File: src/rtl/msdap_out_serializer.sv
// msdap_out_serializer: NCH-channel FIFO-buffered serializer, LSB first by default
// (MSB first when MSDAP_OSER_MSB_FIRST_EN is defined), with inter-word gap, overflow and flush.
module msdap_out_serializer #(
  parameter int NCH   = 2,
  parameter int W     = 40,
  parameter int DEPTH = 4,
  parameter int GAP   = 1
) (
  input  logic                         Sclk,
  input  logic                         Reset_n,
  input  logic                         in_valid,
  output logic                         in_ready,
  input  logic [NCH*W-1:0]             in_data,
  input  logic                         Flush,
  output logic                         OutReady,
  output logic [NCH-1:0]               Output,
  output logic                         overflow,
  output logic [$clog2(DEPTH+1)-1:0]   level
);
  localparam int AW = $clog2(DEPTH);
  localparam int LW = $clog2(DEPTH+1);
  localparam int CW = $clog2(W);
  localparam int GW = GAP > 1 ? $clog2(GAP) : 1;
`ifdef MSDAP_OSER_MSB_FIRST_EN
  localparam int OB = W - 1;
`else
  localparam int OB = 0;
`endif

  typedef enum logic [1:0] {ST_IDLE, ST_SHIFT, ST_GAP} state_t;

  state_t           r_state, w_state_nxt;
  logic [NCH*W-1:0] r_mem [DEPTH];
  logic [AW-1:0]    r_wp, r_rp;
  logic [LW-1:0]    r_level;
  logic             r_ovf;
  logic [CW-1:0]    r_bcnt;
  logic [GW-1:0]    r_gcnt;
  logic [W-1:0]     r_sh [NCH];
  logic             w_push, w_pop;
  logic [NCH*W-1:0] w_head;

  assign in_ready = r_level < LW'(DEPTH);
  assign level    = r_level;
  assign overflow = r_ovf;
  assign OutReady = r_state == ST_SHIFT;
  assign w_push   = in_valid & in_ready & ~Flush;
  assign w_head   = r_mem[r_rp];

  genvar c;
  generate
    for (c = 0; c < NCH; c++) begin : g_out
      assign Output[c] = OutReady & r_sh[c][OB];
    end
  endgenerate

  always_comb begin
    w_state_nxt = r_state;
    w_pop       = 1'b0;
    case (r_state)
      ST_IDLE:  if (r_level != '0) begin
                  w_pop       = 1'b1;
                  w_state_nxt = ST_SHIFT;
                end
      ST_SHIFT: if (r_bcnt == CW'(W-1)) w_state_nxt = ST_GAP;
      ST_GAP:   if (r_gcnt == GW'(GAP-1)) begin
                  w_pop       = r_level != '0;
                  w_state_nxt = r_level != '0 ? ST_SHIFT : ST_IDLE;
                end
      default:  w_state_nxt = ST_IDLE;
    endcase
    if (Flush) begin
      w_state_nxt = ST_IDLE;
      w_pop       = 1'b0;
    end
  end

  always_ff @(posedge Sclk or negedge Reset_n)
    if (!Reset_n) r_state <= ST_IDLE;
    else          r_state <= w_state_nxt;

  // storage needs no reset: only entries between the pointers are ever read
  always_ff @(posedge Sclk)
    if (w_push) r_mem[r_wp] <= in_data;

  always_ff @(posedge Sclk or negedge Reset_n) begin
    if (!Reset_n) begin
      r_wp    <= '0;
      r_rp    <= '0;
      r_level <= '0;
      r_ovf   <= 1'b0;
      r_bcnt  <= '0;
      r_gcnt  <= '0;
      for (int i = 0; i < NCH; i++) r_sh[i] <= '0;
    end else begin
      if (Flush) begin
        r_wp    <= '0;
        r_rp    <= '0;
        r_level <= '0;
        r_ovf   <= 1'b0;
      end else begin
        if (w_push) r_wp <= r_wp + AW'(1);
        if (w_pop)  r_rp <= r_rp + AW'(1);
        r_level <= r_level + LW'(w_push) - LW'(w_pop);
        if (in_valid && !in_ready) r_ovf <= 1'b1;
      end
      r_bcnt <= w_pop ? '0 : (r_state == ST_SHIFT ? r_bcnt + CW'(1) : r_bcnt);
      r_gcnt <= r_state == ST_SHIFT ? '0 : (r_state == ST_GAP ? r_gcnt + GW'(1) : r_gcnt);
      for (int i = 0; i < NCH; i++)
`ifdef MSDAP_OSER_MSB_FIRST_EN
        r_sh[i] <= w_pop ? w_head[i*W +: W] : r_sh[i] << 1;
`else
        r_sh[i] <= w_pop ? w_head[i*W +: W] : r_sh[i] >> 1;
`endif
    end
  end
endmodule
File: config.mk
export PLATFORM = sky130hd
export DESIGN_NAME = msdap_out_serializer
export DESIGN_NICKNAME = d
export VERILOG_FILES = /design/src/rtl/msdap_out_serializer.sv
export SDC_FILE = /design/constraint.sdc
export NUM_CORES = 1
export LEC_CHECK = 0
export ABC_AREA = 1
export CAP_MARGIN = 20
export CORE_MARGIN = 2
export CORE_UTILIZATION = 45
export DETAILED_ROUTE_END_ITERATION = 16
export GPL_TIMING_DRIVEN = 0
export PLACE_DENSITY_LB_ADDON = 0.12
export REMOVE_ABC_BUFFERS = 1
export SYNTH_ARGS = -nofsm -noshare
export SYNTH_HDL_FRONTEND = slang
export SYNTH_SLANG_ARGS = --single-unit
File: constraint.sdc
create_clock -name Sclk -period 7.05 [get_ports Sclk]
set_input_delay 0.705 -clock Sclk [delete_from_list [all_inputs] [get_ports Sclk]]
set_output_delay 0.705 -clock Sclk [all_outputs]
set_load 0.05 [all_outputs]
==> impl_metrics.env <==
export IMPL_outcome="completed"
export IMPL_rows=69
export IMPL_grt_start_max_net_pins=125
export IMPL_placement_io_buffers=91
export IMPL_worstMarginPinSlew_ns=0.7818
export IMPL_rsz0062_at_grt="false"
export IMPL_max_vdd_ir_drop_mv=0.2057
export IMPL_hpwlAfterDp_um=17890
export IMPL_reg2regPathDepth=8
export IMPL_slew_headroom_pct=47.75
export IMPL_synth_top_cell_by_area="edfxtp_1"
export IMPL_via_per_inst=5.016
export IMPL_die_w_um=192.9
export IMPL_antenna_left=0
export IMPL_worst_hold_path_type="in -> async"
export IMPL_clk_pin_slew_ns=0.06
export IMPL_drv_cap=0
export IMPL_path_class="in -> reg"
export IMPL_post_route_cell_area_um2=19150
export IMPL_vias=9576
export IMPL_postSynthAreaPerCell_um2=12.12
export IMPL_ys_seq_area_share_pct=74.94
export IMPL_clk_latency_ns=0.54
export IMPL_max_freq_ghz=0.3234
export IMPL_cts_buffers=44
export IMPL_synthDistinctLibCells=28
export IMPL_cts_max_level=2
export IMPL_ctsResizeCount=0
export IMPL_wirelength_um=31880
export IMPL_initial_utilization_pct=45.38
export IMPL_place_area_um2=17780
export IMPL_leakage_uw=0.007227
export IMPL_cp_required_ns=7.27
export IMPL_grt_pass1_vias=9532
export IMPL_core_area_um2=35400
export IMPL_cts_setup_buffers=0
export IMPL_ys_ff_latch=417
export IMPL_dieArea_um2=37220
export IMPL_synth_most_common_cell="edfxtp_1"
export IMPL_hold_worst_slack_ns=0.1101
export IMPL_critPathLaunchType="primary input"
export IMPL_layout_nets=1509
export IMPL_routabilityCongestion=0.7207
export IMPL_synth_area_leaders="edfxtp_1 60%, dfrtp_1 15%, nor2_1 6.1%"
export IMPL_first_iter_violations=446
export IMPL_ctsHoldBuffers=0
export IMPL_postSynth_asyncResetShare_pct=23.26
export IMPL_syn_inst=1325
export IMPL_hold_viol=0
export IMPL_synth_edf_count=320
export IMPL_grt_use_total_pct=17.77
export IMPL_synth_top_area_share_pct=59.83
export IMPL_grt_pass1_wl_um=51140
export IMPL_drive_above_1_share_pct=6.565
export IMPL_areaGrowthSynthToFinish_pct=19.25
export IMPL_dieHeight_um=192.9
export IMPL_endpoint_kind="flip-flop"
export IMPL_cts_tree="built"
export IMPL_setup_violations=0
export IMPL_clock_sinks=417
export IMPL_antenna_found_initial=2
export IMPL_fin_crit_ns=3.092
export IMPL_num_io_pins=92
export IMPL_post_route_drc_count=0
export IMPL_crit_fanout=21
export IMPL_cts_path_max_buffers=3
export IMPL_clock_root_buffer="clkbuf_16"
export IMPL_yosys_most_used_dff="edfxtp_1"
export IMPL_yosys_warnings=0
export IMPL_clock_skew_ns=0.01909
export IMPL_cp_data_arrival_time_ns=3.32
export IMPL_wire_per_inst_um=16.70
export IMPL_fin_crit_sh_pct=43.85
export IMPL_syn_cell_area_um2=16060
export IMPL_synth_common_cells="320 x edfxtp_1, 263 x nor2_1, 259 x nand2_1, 172 x o21ai_0, 97 x dfrtp_1"
export IMPL_report_final_slew_viol_count=0
export IMPL_globalRouteOverflowTotal=0
export IMPL_firstDrtPassIters=4
export IMPL_powerDensity_nw_per_um2=357.1
[power breakdown]
group	total [uW]	switching [uW]	leakage [uW]	internal, uW
sequential	3140	125	0.00413	3010
clock	2170	883	0.000671	1290
combinational	1530	995	0.00242	537
total	6840	2000	0.00723	4840
[cells in the final DEF (no fill, tap or decap), types with 2 or more instances in the layout]
cell	synthesis	final
clkinv_1	1	4
clkbuf_16	0	46
ha_1	11	11
inv_1	23	23
nor3b_1	2	2
clkdlybuf4s50_1	0	90
edfxtp_1	320	320
nand2_1	259	259
nor2_1	263	259
dfrtp_1	97	96
or2_2	2	2
inv_6	0	2
nor2_4	0	4
buf_16	0	16
clkbuf_8	0	5
o21ai_1	72	72
nor3_1	2	2
o21ai_0	172	172
o21bai_1	3	3
nand3_1	9	9
a21oi_1	6	6
clkbuf_1	27	19
nand4_1	2	2
clkinv_2	0	5
buf_12	0	6
[per-layer routing]
layer | part of all wire, % | track usage [%]
met3 | 4.0 | 3.401
met5 | 0.041 | 0
met2 | 49 | 30.89
met1 | 45 | 23.13
met4 | 1.8 | 4.254
[area by class of cell]
type,count,area (um^2)
antenna,1,2.502
sequential,417,12040
inverter,28,117.6
timing repair buffer,113,1473
fill,3098,16240
clock inverter,10,82.58
tap,461,576.8
clock buffer,70,1291
multi-input combinational,809,3570
[state kept, by name (all words and copies together) (netlist names)]
register and flops:
r_state 2, r_rp 2, r_gcnt 1, r_sh 80, r_bcnt 6, r_mem 320, r_wp 2, level 3
overflow 1
[final timing paths]
path | startpoint | end | slack (ns)
max in group asynchronous | Reset_n | r_rp[0] | 6.25
worst min-delay path | Reset_n | r_sh[4] | 0.11
worst max register to register | r_rp[0] | r_sh[74] | 4.50
worst max-delay path | Flush | r_mem[2][9] | 3.96
worst min register to register | r_sh[31] | r_sh[30] | 0.44
min in group Sclk | r_sh[31] | r_sh[30] | 0.44
[per-stage QoR]
stage	utilization, %	setup TNS, ns	total power, uW	std cells	setup slack (ns)
after floorplan	-	0	4176	1254	1.870
after global placement	48.51	-785.89	4698	1806	-2.247
after detailed placement	50.22	0	4752	1828	3.331
after CTS	54.10	0	6941	1908	3.890
after global routing	54.10	0	7268	1908	3.775
final	54.11	0	6840	1909	3.958
[logic make-up after synthesis]
logic type,Yosys count,share of synthesized area (%)
AND/OR/NAND/NOR,543,13.07
flip-flops,417,74.94
AO/OA/AOI/OAI,253,7.930
buffers and inverters,99,3.023
adder cells (fa/ha/maj),12,0.9815
XOR/XNOR,1,0.05454
[worst max-delay path, cell delays in order]
cell	delay [ns]
clkdlybuf4s50_1	0.65
clkinv_1	0.28
nand3_1	0.41
nor2_4	0.75
buf_12	0.28
buf_16	0.20
(Power assumes the default switching activity.)
